### config.mk
export PLATFORM = sky130hd
export DESIGN_NAME = irq_ctrl
export DESIGN_NICKNAME = d
export VERILOG_FILES = /design/src/rtl/irq_ctrl_pkg.sv /design/src/rtl/irq_sync.sv /design/src/rtl/irq_ctrl.sv
export SDC_FILE = /design/constraint.sdc
export NUM_CORES = 1
export LEC_CHECK = 0
export CORE_MARGIN = 4
export CORE_UTILIZATION = 35
export CTS_CLUSTER_DIAMETER = 50
export DETAILED_ROUTE_END_ITERATION = 6
export GPL_TIMING_DRIVEN = 1
export PLACE_DENSITY = 0.58
export SETUP_SLACK_MARGIN = 0.15
export SYNTH_ARGS = -nofsm -noshare
export SYNTH_HDL_FRONTEND = slang
export SYNTH_SLANG_ARGS = --single-unit
export TNS_END_PERCENT = 10
### constraint.sdc
create_clock -name clk -period 4.93 [get_ports clk]
set_input_delay 0.986 -clock clk [delete_from_list [all_inputs] [get_ports clk]]
set_output_delay 0.986 -clock clk [all_outputs]
set_load 0.1 [all_outputs]
### src/rtl/irq_ctrl_pkg.sv
// irq_ctrl_pkg: register offsets and FSM encoding shared by the interrupt controller and its bench
package irq_ctrl_pkg;
    localparam logic [1:0] REG_PEND   = 2'd0;
    localparam logic [1:0] REG_ENA    = 2'd1;
    localparam logic [1:0] REG_ACTIVE = 2'd2;
    localparam logic [1:0] REG_CTRL   = 2'd3;
    typedef enum logic [1:0] {
        S_IDLE = 2'd0,
        S_REQ  = 2'd1,
        S_SVC  = 2'd2,
        S_GAP  = 2'd3
    } state_t;
endpackage

### src/rtl/irq_sync.sv
// irq_sync: per-bit 2-flop synchroniser with a registered rising-edge pulse
module irq_sync #(
    parameter int N = 16
) (
    input  logic         clk,
    input  logic         rst,
    input  logic [N-1:0] src,
    output logic [N-1:0] rise
);
    logic [N-1:0] s1, s2, s3;
    always_ff @(posedge clk or posedge rst) begin
        if (rst) begin
            s1   <= '0;
            s2   <= '0;
            s3   <= '0;
            rise <= '0;
        end else begin
            s1   <= src;
            s2   <= s1;
            s3   <= s2;
            rise <= s2 & ~s3;
        end
    end
endmodule

### src/rtl/irq_ctrl.sv
// irq_ctrl: fixed-priority edge-triggered interrupt controller for the CPU irq/intack/rti handshake
module irq_ctrl
    import irq_ctrl_pkg::*;
#(
    parameter int NUM_IRQ = 16,
    parameter int IDX_W   = 5
) (
    input  logic               clk,
    input  logic               rst,
    input  logic [NUM_IRQ-1:0] src,
    input  logic               sel,
    input  logic               wr,
    input  logic [1:0]         rsel,
    input  logic [31:0]        din,
    output logic [31:0]        dout,
    output logic               irq,
    input  logic               intack,
    input  logic               rti,
    input  logic               abort
);
    logic [NUM_IRQ-1:0] pend, ena, rise, live, clr, set;
    logic [IDX_W-1:0]   act_idx, win;
    logic               gen, act_valid, req, wr_en;
    state_t             state;

    function automatic logic [IDX_W-1:0] prio(input logic [NUM_IRQ-1:0] v);
        prio = '0;
        for (int i = NUM_IRQ - 1; i >= 0; i--)
            if (v[i]) prio = IDX_W'(i);
    endfunction

    irq_sync #(.N(NUM_IRQ)) u_sync (.clk(clk), .rst(rst), .src(src), .rise(rise));

    // Set terms are ORed in after clears so a same-cycle edge or trigger is never lost.
    always_comb begin
        wr_en = sel & wr;
        live  = pend & ena;
        req   = gen & |live;
        win   = prio(live);
        clr   = ((wr_en && rsel == REG_PEND) ? din[NUM_IRQ-1:0] : '0) |
                ((state == S_REQ && intack && req) ? NUM_IRQ'(1) << win : '0);
        set   = rise | ((wr_en && rsel == REG_CTRL) ? NUM_IRQ'(din[31:16]) : '0);
        dout  = rsel == REG_PEND ? 32'(pend) :
                rsel == REG_ENA  ? 32'(ena)  :
                rsel == REG_ACTIVE ? {act_valid, {(31-IDX_W){1'b0}}, act_idx} : {31'b0, gen};
    end

    always_ff @(posedge clk or posedge rst) begin
        if (rst) begin
            pend      <= '0;
            ena       <= '0;
            gen       <= 1'b0;
            act_valid <= 1'b0;
            act_idx   <= '0;
            irq       <= 1'b0;
            state     <= S_IDLE;
        end else begin
            pend <= (pend & ~clr) | set;
            if (wr_en && rsel == REG_ENA) ena <= din[NUM_IRQ-1:0];
            if (wr_en && rsel == REG_CTRL) gen <= din[0];
            case (state)
                S_IDLE, S_GAP: begin
                    if (intack) begin
                        state     <= S_SVC;
                        act_valid <= 1'b0;
                        act_idx   <= '0;
                    end else if (state == S_IDLE && req) begin
                        state <= S_REQ;
                        irq   <= 1'b1;
                    end else begin
                        state <= S_IDLE;
                    end
                end
                S_REQ: begin
                    if (intack) begin
                        state     <= S_SVC;
                        irq       <= 1'b0;
                        act_valid <= req;
                        act_idx   <= req ? win : '0;
                    end else if (!req) begin
                        state <= S_IDLE;
                        irq   <= 1'b0;
                    end
                end
                S_SVC: begin
                    if (!intack && (rti || abort)) begin
                        state     <= S_GAP;
                        act_valid <= 1'b0;
                    end
                end
                default: state <= S_IDLE;
            endcase
        end
    end
endmodule

==> run_results.csv <==
group,metric,value,unit
sta,slew_viol_final,0,
power,p_leak,2.41,nW
route,wl_per_cell,16.4,um
logic_synthesis,ys_seq_elements,105,
floorplanning,start_util,0.361,
worst_setup_path,crit_required,3.94,ns
cts,tritoncts,"built",
cts,cts_buffer_depth,2,
logic_synthesis,synth_xor_area_frac,0,
placed_design,hpwl,7.28,mm
grt,antenna_found_initial,0,
logic_synthesis,synth.top_cell.area_share,0.601,
sta,setup_tns,0,ns
placed_design,routabilityCongestion,0.854,
worst_setup_path,critical_path.n_buffers_inverters,3,
cts,cts-resized-gates,0,
cts,clkLatencyLatePin,0.34,ns
power,ir_worst_vdd,0.205,mV
sta,finalCriticalPeriod,3.90,ns
grt,grtUsageTotal,0.145,
route,drt_wl_total,10.0,mm
logic_synthesis,syn_area_per_cell,12.2,um^2
sta,fmax,0.256,GHz
logic_synthesis,synthTopCellsByArea,"dfrtp_1 (60%), mux2_2 (4.4%), mux2i_1 (3.4%), nand2_1 (3.3%), buf_4 (2.7%)",
logic_synthesis,synthAdderAreaFrac,0.0114,
worst_setup_path,path_common_cell,"buf_4",
flow_run,maxCapViolCount,0,
worst_setup_path,critical_path_peak_fanout,14,
cts,hold_buffers,0,
logic_synthesis,synth_compound_area_frac,0.152,
status,status,"completed",
route,ant_nets,0,
logic_synthesis,yosysTopAreaCell,"dfrtp_1",
logic_synthesis,async_flop_share,1.00,
layout,n_fill_cell,1165,
grt,grt_pass1_wl,16.2,mm
logic_synthesis,syn_inst,359,
cts,cts.clk_slew.worst_paths,0.07,ns
logic_synthesis,synth_edf_count,0,
cts,cts-root-buf,"clkbuf_16",
sta,clock_skew,0.00677,ns
logic_synthesis,synth_area,4380,um^2
worst_setup_path,cp_cell_sequence,"clkdlybuf4s50_1 > buf_4 > nor2b_1 > nand2_1 > o21ai_0 > buf_4",
placed_design,pre_cts_ws,1.05,ns
sta,hold_viol,0,
layout,antenna_cells,0,
worst_setup_path,crit_slowest_cell,"clkdlybuf4s50_1",
worst_setup_path,start_kind,"input port",
grt,grt_pass1_vias,3082,
route,vias,2970,
cts,cts_max_level,3,
cts,cts_buffers,9,
sta,setup_ws,1.03,ns
floorplanning,io_pins,90,
logic_synthesis,yosys.area_share.simple,0.112,
cts,clock-sinks,105,
logic_synthesis,yosysUniqueCellTypes,54,
layout,drive_gt1_frac,0.153,
placed_design,portBuffers,74,
sta,slew_headroom,0.171,
grt,grt_max_degree,75,
route,drc,0,
route,drtIter0Drc,155,
worst_setup_path,cp_top_family,"buffers and inverters",
sta,rsz0062_at_grt,"no",
floorplanning,dieArea,14400,um^2
floorplanning,rows,40,
logic_synthesis,ys_seq_area_frac,0.601,
worst_setup_path,cp.arrival,2.92,ns
layout,nNetsFinal,501,
sta,finalSetupViolCount,0,
logic_synthesis,muxShareOfSynthArea,0.0832,
layout,syn2layout_area_growth,26.4,%
power,powerDensity,429,nW/um^2
route,dr.pass1.iters,4,
worst_setup_path,cp-end-kind,"primary output",
sta,tightest_slew,1.24,ns
floorplanning,die_h,120,um
worst_setup_path,slowest_delay,0.82,ns
floorplanning,core_area,12100,um^2
worst_hold_path,hold_path.class,"reg -> reg",
logic_synthesis,yosys_warnings,0,
cts,post_cts_buffers,0,
logic_synthesis,synth_top_family_by_area,"compound AO/OA/AOI/OAI gates",
worst_setup_path,critPathKind,"in -> out",
logic_synthesis,synthFlopType,"dfrtp_1",
grt,grt_overflow,0,
floorplanning,fp.dieW,120,um
route,drt-vias-per-instance,4.85,
sta,finalCritPeriodShare,0.792,
## power by group
part	total (mW)	leakage (nW)	internal [mW]	switching (mW)
Clock	0.716	0.142	0.397	0.319
Combinational	0.640	1.05	0.214	0.426
Sequential	1.01	1.22	0.940	0.0748
## stage by stage
step | area, um^2 | hold WS, ns | std cells | utilization | power, mW
after CTS | 5530 | 0.350 | 613 | 0.457 | 2.39
after global placement | 5230 | 0.331 | 597 | 0.432 | 1.66
after floorplan | 4430 | 0.331 | 373 | - | 1.51
final | 5530 | 0.347 | 613 | 0.457 | 2.37
after detailed placement | 5230 | 0.335 | 597 | 0.432 | 1.67
after global routing | 5530 | 0.350 | 613 | 0.457 | 2.48
## per-layer routing
metal,up-vias,wire length (um),part of all wire,GRT usage
li1,1429,-,-,-
met1,1448,4530,0.45,0.196
met2,81,4750,0.47,0.223
met3,12,606,0.060,0.0382
met4,0,142,0.014,0.0565
met5,-,0,0,0
## worst register-to-register path, delay by kind of cell (launching register included)
family | cells | cell delay, ns
AND/OR/NAND/NOR | 1 | 0.23
AO/OA/AOI/OAI | 4 | 1.86
flip-flops | 1 | 0.45
## cell families (layout without fill, tap and decap cells)
logic type	after synthesis	count (layout)
buffers and inverters	29	101
other	1	15
adders and majority gates	4	4
AOI/OAI and AO/OA	89	89
DFF	105	105
and+or+nand+nor	98	98
muxes	33	33
## registers in the layout, summed over array words and instances (netlist names)
register     flops
irq              1
pend            16
u_sync.s1       16
u_sync.s3       16
u_sync.s2       16
gen              1
act_valid        1
u_sync.rise     16
state            2
ena             16
act_idx          4
## area by class of cell
class                           count  area [um^2]  area share
Clock buffer                        9          225      0.0407
Timing Repair Buffer               80          743       0.134
Multi-Input combinational cell    239         1630       0.294
Inverter                            5         21.3     0.00385
Sequential cell                   105         2630       0.475
Tap cell                          168          210      0.0380
Clock inverter                      7         76.3      0.0138
## synth_stat cells, types with 2 or more instances
library cell / instances
and4_1: 2
o41ai_1: 2
dfrtp_1: 105
inv_1: 5
o31ai_1: 3
a211o_1: 3
a31oi_1: 6
a22o_4: 2
clkbuf_1: 4
nor2b_1: 17
nand3b_1: 2
o21ai_0: 13
a221o_1: 5
buf_4: 16
o21ai_1: 2
a222oi_1: 2
mux2_2: 17
nor4_1: 2
nor2_1: 19
o21bai_1: 4
nand2_1: 39
nor3_1: 4
a32oi_1: 3
a21o_1: 2
buf_2: 3
a21oi_1: 12
nand3_1: 4
ha_1: 4
mux2i_1: 15
a22oi_1: 6
a21boi_0: 7
a22o_1: 7
## cell usage in the layout (no fill, tap or decap), types with 3 or more instances in the layout
master	count
dfrtp_1	105
clkdlybuf4s50_1	57
nand2_1	39
buf_4	23
nor2_1	19
mux2_2	17
nor2b_1	17
mux2i_1	15
conb_1	15
o21ai_0	13
a21oi_1	12
clkbuf_16	9
a22o_1	7
a21boi_0	7
a22oi_1	6
a31oi_1	6
a221o_1	5
inv_1	4
nand3_1	4
nor3_1	4
o21bai_1	4
ha_1	4
a32oi_1	3
a211o_1	3
o31ai_1	3
## worst paths after layout
kind	to	slack, ns	startpoint	cells past startpoint
max	dout[2]	1.03	rsel[0]	6
min	u_sync.s2[8]$_DFF_PP0_	0.35	u_sync.s1[8]$_DFF_PP0_	0
max reg2reg	pend[2]$_DFF_PP0_	2.28	pend[5]$_DFF_PP0_	5
min reg2reg	u_sync.s2[8]$_DFF_PP0_	0.35	u_sync.s1[8]$_DFF_PP0_	0
max in group asynchronous	u_sync.rise[5]$_DFF_PP0_	2.79	rst	3
min in group asynchronous	u_sync.s1[1]$_DFF_PP0_	1.18	rst	2
No activity file was read; power rests on OpenSTA's default activity.
